### config.mk
export PLATFORM = sky130hd
export DESIGN_NAME = seg7_scan_driver
export DESIGN_NICKNAME = d
export VERILOG_FILES = /design/src/rtl/seg7_scan_driver.sv
export SDC_FILE = /design/constraint.sdc
export NUM_CORES = 1
export LEC_CHECK = 0
export CAP_MARGIN = 20
export CORE_MARGIN = 3
export CORE_UTILIZATION = 55
export CTS_BUF_LIST = sky130_fd_sc_hd__clkbuf_8
export DETAILED_ROUTE_END_ITERATION = 16
export GPL_TIMING_DRIVEN = 0
export PLACE_DENSITY_LB_ADDON = 0.05
export SETUP_SLACK_MARGIN = 0.4
export SYNTH_ARGS = -nofsm -noshare
export SYNTH_HDL_FRONTEND = slang
export SYNTH_SLANG_ARGS = --single-unit
### constraint.sdc
create_clock -name i_clk -period 2.5 [get_ports i_clk]
set_input_delay 0.5 -clock i_clk [delete_from_list [all_inputs] [get_ports i_clk]]
set_output_delay 0.5 -clock i_clk [all_outputs]
set_load 0.005 [all_outputs]
### src/rtl/seg7_scan_driver.sv
// Time-multiplexed N-digit 7-segment driver. Scans one digit per DIV-cycle slot.
// Loads are double-buffered so the displayed value only changes on frame boundaries.
module seg7_scan_driver #(
  parameter int unsigned NUM_DIGITS = 4,
  parameter int unsigned DIV        = 1000,
  parameter bit          HEX_MODE   = 1'b0,
  parameter bit          BLANK_LEAD = 1'b1,
  parameter bit          ACTIVE_LOW = 1'b0
) (
  input  logic                      i_clk,
  input  logic                      i_rst,
  input  logic                      i_enable,
  input  logic                      i_load,
  input  logic [4*NUM_DIGITS-1:0]   i_value,
  input  logic [NUM_DIGITS-1:0]     i_dp_in,
  output logic [6:0]                o_seg,
  output logic                      o_dp,
  output logic [NUM_DIGITS-1:0]     o_an,
  output logic                      o_frame_done
);

  localparam int unsigned IdxW = (NUM_DIGITS > 1) ? $clog2(NUM_DIGITS) : 1;
  localparam int unsigned PreW = $clog2(DIV);

  localparam logic [IdxW-1:0]       LastIdx = IdxW'(NUM_DIGITS - 1);
  localparam logic [PreW-1:0]       LastPre = PreW'(DIV - 1);
  localparam logic [NUM_DIGITS-1:0] AnOne   = NUM_DIGITS'(1);

  // Physical "off" levels; XOR-ing with these applies the board polarity.
  localparam logic [6:0]            SegOff  = {7{ACTIVE_LOW}};
  localparam logic                  DpOff   = ACTIVE_LOW;
  localparam logic [NUM_DIGITS-1:0] AnOff   = {NUM_DIGITS{ACTIVE_LOW}};

  logic [PreW-1:0]         r_presc;
  logic [IdxW-1:0]         r_idx;
  logic [4*NUM_DIGITS-1:0] r_pend_val;
  logic [NUM_DIGITS-1:0]   r_pend_dp;
  logic                    r_pend;
  logic [4*NUM_DIGITS-1:0] r_act_val;
  logic [NUM_DIGITS-1:0]   r_act_dp;
  logic [6:0]              r_seg;
  logic                    r_dp;
  logic [NUM_DIGITS-1:0]   r_an;
  logic                    r_frame_done;

  logic                    w_tick;
  logic                    w_boundary;
  logic [PreW-1:0]         w_presc_nxt;
  logic [IdxW-1:0]         w_idx_nxt;
  logic [4*NUM_DIGITS-1:0] w_pend_val_nxt;
  logic [NUM_DIGITS-1:0]   w_pend_dp_nxt;
  logic                    w_pend_nxt;
  logic [4*NUM_DIGITS-1:0] w_act_val_nxt;
  logic [NUM_DIGITS-1:0]   w_act_dp_nxt;
  logic [3:0]              w_digit;
  logic                    w_digit_dp;
  logic                    w_blank;
  logic [6:0]              w_seg_nxt;
  logic                    w_dp_nxt;
  logic [NUM_DIGITS-1:0]   w_an_nxt;

  function automatic logic [6:0] f_decode(input logic [3:0] d);
    logic [6:0] s;
    s = 7'b0000000;
    case (d)
      4'h0: s = 7'b1111110;
      4'h1: s = 7'b0110000;
      4'h2: s = 7'b1101101;
      4'h3: s = 7'b1111001;
      4'h4: s = 7'b0110011;
      4'h5: s = 7'b1011011;
      4'h6: s = 7'b1011111;
      4'h7: s = 7'b1110000;
      4'h8: s = 7'b1111111;
      4'h9: s = 7'b1111011;
      4'hA: s = HEX_MODE ? 7'b1110111 : 7'b0000000;
      4'hB: s = HEX_MODE ? 7'b0011111 : 7'b0000000;
      4'hC: s = HEX_MODE ? 7'b1001110 : 7'b0000000;
      4'hD: s = HEX_MODE ? 7'b0111101 : 7'b0000000;
      4'hE: s = HEX_MODE ? 7'b1001111 : 7'b0000000;
      4'hF: s = HEX_MODE ? 7'b1000111 : 7'b0000000;
    endcase
    return s;
  endfunction

  assign w_tick     = i_enable && (r_presc == LastPre);
  assign w_boundary = w_tick && (r_idx == LastIdx);

  // Scan timing: prescaler and digit index both freeze while disabled.
  always_comb begin
    w_presc_nxt = r_presc;
    w_idx_nxt   = r_idx;
    if (i_enable) begin
      w_presc_nxt = w_tick ? '0 : r_presc + 1'b1;
      if (w_tick) begin
        w_idx_nxt = (r_idx == LastIdx) ? '0 : r_idx + 1'b1;
      end
    end
  end

  // Double buffer: a load on the boundary cycle bypasses pending entirely.
  always_comb begin
    w_pend_val_nxt = r_pend_val;
    w_pend_dp_nxt  = r_pend_dp;
    w_pend_nxt     = r_pend;
    w_act_val_nxt  = r_act_val;
    w_act_dp_nxt   = r_act_dp;
    if (i_load) begin
      w_pend_val_nxt = i_value;
      w_pend_dp_nxt  = i_dp_in;
      w_pend_nxt     = 1'b1;
    end
    if (w_boundary) begin
      if (i_load) begin
        w_act_val_nxt = i_value;
        w_act_dp_nxt  = i_dp_in;
        w_pend_nxt    = 1'b0;
      end else if (r_pend) begin
        w_act_val_nxt = r_pend_val;
        w_act_dp_nxt  = r_pend_dp;
        w_pend_nxt    = 1'b0;
      end
    end
  end

  // Leading blank: this digit and everything above it are zero.
  always_comb begin
    w_digit    = 4'h0;
    w_digit_dp = 1'b0;
    w_blank    = 1'b0;
    for (int i = 0; i < NUM_DIGITS; i++) begin
      if (r_idx == IdxW'(i)) begin
        w_digit    = r_act_val[4*i +: 4];
        w_digit_dp = r_act_dp[i];
        w_blank    = BLANK_LEAD && (i != 0) && ((r_act_val >> (4*i)) == '0);
      end
    end
  end

  always_comb begin
    w_seg_nxt = SegOff;
    w_dp_nxt  = DpOff;
    w_an_nxt  = AnOff;
    if (i_enable) begin
      w_seg_nxt = (w_blank ? 7'b0000000 : f_decode(w_digit)) ^ SegOff;
      w_dp_nxt  = w_digit_dp ^ DpOff;
      w_an_nxt  = (AnOne << r_idx) ^ AnOff;
    end
  end

  always_ff @(posedge i_clk or posedge i_rst) begin
    if (i_rst) begin
      r_presc      <= '0;
      r_idx        <= '0;
      r_pend_val   <= '0;
      r_pend_dp    <= '0;
      r_pend       <= 1'b0;
      r_act_val    <= '0;
      r_act_dp     <= '0;
      r_seg        <= SegOff;
      r_dp         <= DpOff;
      r_an         <= AnOff;
      r_frame_done <= 1'b0;
    end else begin
      r_presc      <= w_presc_nxt;
      r_idx        <= w_idx_nxt;
      r_pend_val   <= w_pend_val_nxt;
      r_pend_dp    <= w_pend_dp_nxt;
      r_pend       <= w_pend_nxt;
      r_act_val    <= w_act_val_nxt;
      r_act_dp     <= w_act_dp_nxt;
      r_seg        <= w_seg_nxt;
      r_dp         <= w_dp_nxt;
      r_an         <= w_an_nxt;
      r_frame_done <= w_boundary;
    end
  end

  assign o_seg        = r_seg;
  assign o_dp         = r_dp;
  assign o_an         = r_an;
  assign o_frame_done = r_frame_done;

endmodule
==> results.md <==
- The deepest clock path buffer count is 2.
- The worst setup timing slack at the placement stage is -0.0751 ns.
- During placement, the flow inserted port buffers numbering 36.
- The number of antenna diodes is 0.
- Measured along the y axis, the die boundary spans 79.1 µm.
- The last weighted congestion value of the routability-driven placer is 0.779.
- Setup repair after global routing could not meet its margin everywhere.
- The all-layer global routing usage is 0.207.
- The estimated wirelength of the detail-placed design is 3640 µm.
- The sum of overflow across all layers after global routing is 0.
- The total placed instance area is 3410 µm².
- The post-route fraction of the period consumed by the critical path is 0.866.
- The endpoint identified for the worst register-to-register timing path is o_seg[5].
- The final count of pins violating max slew is 0.
- The count of mapped cells out of synthesis is 234.
- 37 I/O pins were placed.
- When the netlist entered floorplanning its net count stood at 268.
- The element type at the critical path start is a flip-flop.
- The worst register-to-register path begins at r_idx[1].
- The number of global-route vias before repair is 2036.
- Of all nets on the critical path, the largest fanout is 6.
- TritonCTS built the clock tree.
- Of the synthesized area, sequential elements account for 0.562.
- The number of CTS-inserted buffers is 9.
- For this run, the number of Yosys warnings is 0.
- The clock slew seen by the registers of the worst setup and hold paths is 0.07 ns.
- Setup violations remaining at the end of the flow were counted as 0.
- Entering global routing, the biggest net connects 37 pins.
- The data required time of the worst path is 2.73 ns.
- In this run the remaining antenna-violating nets after routing total 0.
- The post-layout instance area is 4220 µm².
- The number of antenna violations at the first check in global routing is 0.
- The H-tree was split into 3 levels.
- The die area is 6260 µm².
- The most common cell after layout, fill and taps aside is sky130_fd_sc_hd__dfrtp_1.
- Static timing analysis puts the maximum clock frequency at 0.462 GHz.
- CTS saw 66 sinks.
- The arrival time reported for the critical path endpoint is 2.39 ns.
- Averaged over all synthesized cells, the footprint is 12.6 µm².
- For this run, global-route usage on met3 was measured as 0.0556.
- The number of unique standard cell types used by synthesis is 45.
- The routed via count divided by cell count is 5.56.
- The combinational fraction of design power is 0.101.
- The hold violation total from the final report is 0.
- The time the final worst path needs with I/O delays and setup is 2.17 ns.
- The share of total power dissipated in sequential elements is 0.527.
- For this configuration, the core starts out at a cell density of 0.595.
- The met1 demand-to-capacity share in global routing is 0.270.
- The worst reg-to-reg path cell count is 8.
- The worst setup slack for register-to-register paths is 0.33 ns.
- The startpoint identified for the worst hold timing path is r_presc[8].
- The run finished with clean final reports.
- The routed wire length per instance is 19.5 µm.
- The synthesized design contains 66 register bits.
- The path with the worst hold slack has its endpoint at r_presc[8].
- The share of total power dissipated in the clock network is 0.372.
- The share of synthesized registers carrying an async set or reset is 1.00.
- The total number of vias is 2120.
- The transition time at the pin with the least slew margin is 0.689 ns.
- The first global-routing pass estimated 9790 µm of wire.
- Setup slack on the critical path of the routed design comes to 0.334 ns.
- The number of enable-type register cells in the synthesized netlist is 0.
- The total power density per cell area is 546 nW/µm².
- The worst setup path is captured at a flip-flop.
- The post-route DRC violation count is 0.
- The synthesized cell area is 2940 µm².
- The fraction of final layout cells with drive strength greater than 1 is 0.427.
- The net count of the finished layout is 344.
- The share of total power consumed by net switching is 0.244.
- Row generation in the floorplan step produced 25 rows.
- The filler cell count is 250.
- The area of the core region is 4940 µm².
- The power dissipated by switching net loads is 0.563 mW.
- The highest ir drop seen on vdd is 0.000373 V.
- The top cell types in the final layout, fill and taps aside, are sky130_fd_sc_hd__dfrtp_1, sky130_fd_sc_hd__clkdlybuf4s50_1, sky130_fd_sc_hd__buf_4, sky130_fd_sc_hd__mux2_4, sky130_fd_sc_hd__mux2_2.
- In this run the static leakage power is 1.85 nW.
- The max-cap violation count is 0.
- The relative slew slack is 0.541.
- The worst hold slack across all endpoints is 0.486 ns.
- For met2 alone, demand over resource in global routing was 0.337.
- The die is 79.1 µm wide.
- The clock root buffer is sky130_fd_sc_hd__clkbuf_8.
- met2 is the most crowded layer.
- Internal power comes to 1.74 mW.
- The total placed cells including tap cells is 338.
- The clock skew is 0.0129 ns.
- The most used flip-flop cell after synthesis is sky130_fd_sc_hd__dfrtp_1.
- The hold path depth is 1.
- After the flow finishes, the layout carries non-filler instances totaling 381.
- Clock latency on the worst-skew pair, taken at its later pin, is 0.34 ns.
- The area growth from synthesis to layout is 43.5%.
- Summed over all layers, the routed wires come to 7440 µm.
- The type of the worst min-delay path is flip-flop to flip-flop.
- The first detailed-routing pass ran for 5 iterations.
- The category of the most critical setup path is flip-flop to flip-flop.
- The initial DRC count is 109.
## metrics by stage
step	total power, mW	util	TNS [ns]
after floorplan	1.33	-	0
after detailed placement	1.41	0.691	-1.41
after CTS	2.25	0.778	0
after global routing	2.39	0.854	0
after global placement	1.40	0.687	-1.05
final	2.31	0.854	0
## power by group through the flow
stage	clock, mW	sequential [mW]	combinational, mW
3_3_place_gp	0	1.21	0.183
4_1_cts	0.855	1.20	0.196
6_report	0.857	1.22	0.234
2_1_floorplan	0	1.20	0.126
5_1_grt	0.913	1.22	0.256
3_5_place_dp	0	1.22	0.192
## what timing repair did
action	CTS	global route
endpoints found under the hold margin	0	0
resized for setup	38	66
hold buffers	0	0
endpoints found under the setup margin	27	27
setup buffers	13	12
pin swaps	5	19
gates cloned	2	1
## critical path: stages (launching register included)
cell	delay, ns
sky130_fd_sc_hd__dfrtp_2	0.46
sky130_fd_sc_hd__inv_4	0.07
sky130_fd_sc_hd__ha_4	0.18
sky130_fd_sc_hd__buf_6	0.13
sky130_fd_sc_hd__nand3b_1	0.22
sky130_fd_sc_hd__a31oi_4	0.35
sky130_fd_sc_hd__ha_4	0.27
sky130_fd_sc_hd__o21a_1	0.20
sky130_fd_sc_hd__o21a_1	0.18
## cells in the mapped netlist (2+ instances only)
library cell,instances,area (µm²)
sky130_fd_sc_hd__nor2_1,14,52.6
sky130_fd_sc_hd__nand4_1,2,12.5
sky130_fd_sc_hd__nand3_1,3,15.0
sky130_fd_sc_hd__nand2_1,15,56.3
sky130_fd_sc_hd__nand2b_1,2,12.5
sky130_fd_sc_hd__a21oi_1,6,30.0
sky130_fd_sc_hd__buf_4,5,37.5
sky130_fd_sc_hd__inv_1,8,30.0
sky130_fd_sc_hd__dfrtp_1,66,1650
sky130_fd_sc_hd__nand3b_1,3,22.5
sky130_fd_sc_hd__xor2_1,3,26.3
sky130_fd_sc_hd__mux2_2,23,259
sky130_fd_sc_hd__o21ai_0,12,60.1
sky130_fd_sc_hd__nor4_1,2,12.5
sky130_fd_sc_hd__ha_1,10,125
sky130_fd_sc_hd__o21a_1,3,22.5
sky130_fd_sc_hd__and2_1,5,31.3
sky130_fd_sc_hd__o41ai_1,2,17.5
sky130_fd_sc_hd__xnor2_1,3,26.3
sky130_fd_sc_hd__mux2_1,20,225
sky130_fd_sc_hd__clkbuf_1,3,11.3
## routing by layer
metal	vias up	routed length, µm
li1	979	-
met1	1075	3220
met3	14	243
met5	-	0
met2	52	3860
met4	0	122
## state kept, by name, summed over array words and instances, names as in the netlist, 2 cells and up
name	count
r_act_val	16
r_pend_val	16
r_presc	10
o_seg	7
o_an	4
r_act_dp	4
r_pend_dp	4
r_idx	2
## worst max-delay path by stage
stage                    start           end  cells past startpoint  slack (ns)
floorplan             r_idx[0]      o_seg[3]                      9        0.48
global placement      i_enable      o_seg[3]                      6       -0.06
detailed placement    i_enable      o_seg[1]                      6       -0.08
CTS                 r_presc[0]   r_act_dp[0]                      8        0.40
global route        r_presc[1]  r_act_val[0]                      8        0.31
finish                r_idx[1]      o_seg[5]                      8        0.33
## cells by family (layout without fill, tap and decap cells)
| logic type | Yosys count | count (layout) | synth area share |
|---|---|---|---|
| compound gates | 34 | 34 | 0.0762 |
| xor+xnor | 6 | 6 | 0.0179 |
| fa+ha+maj | 10 | 10 | 0.0426 |
| buf+inv | 19 | 99 | 0.0336 |
| flops | 66 | 66 | 0.562 |
| mux | 44 | 44 | 0.168 |
| simple gates | 55 | 55 | 0.100 |
## final cells by class
class | instances | area, µm² | area share
Buffer | 10 | 97.6 | 0.0231
Clock buffer | 10 | 138 | 0.0326
Clock inverter | 5 | 47.5 | 0.0113
Inverter | 9 | 50.0 | 0.0119
Multi-Input combinational cell | 149 | 1540 | 0.364
Sequential cell | 66 | 1650 | 0.392
Tap cell | 67 | 83.8 | 0.0199
Timing Repair Buffer | 65 | 613 | 0.145
(Power assumes the default switching activity.)
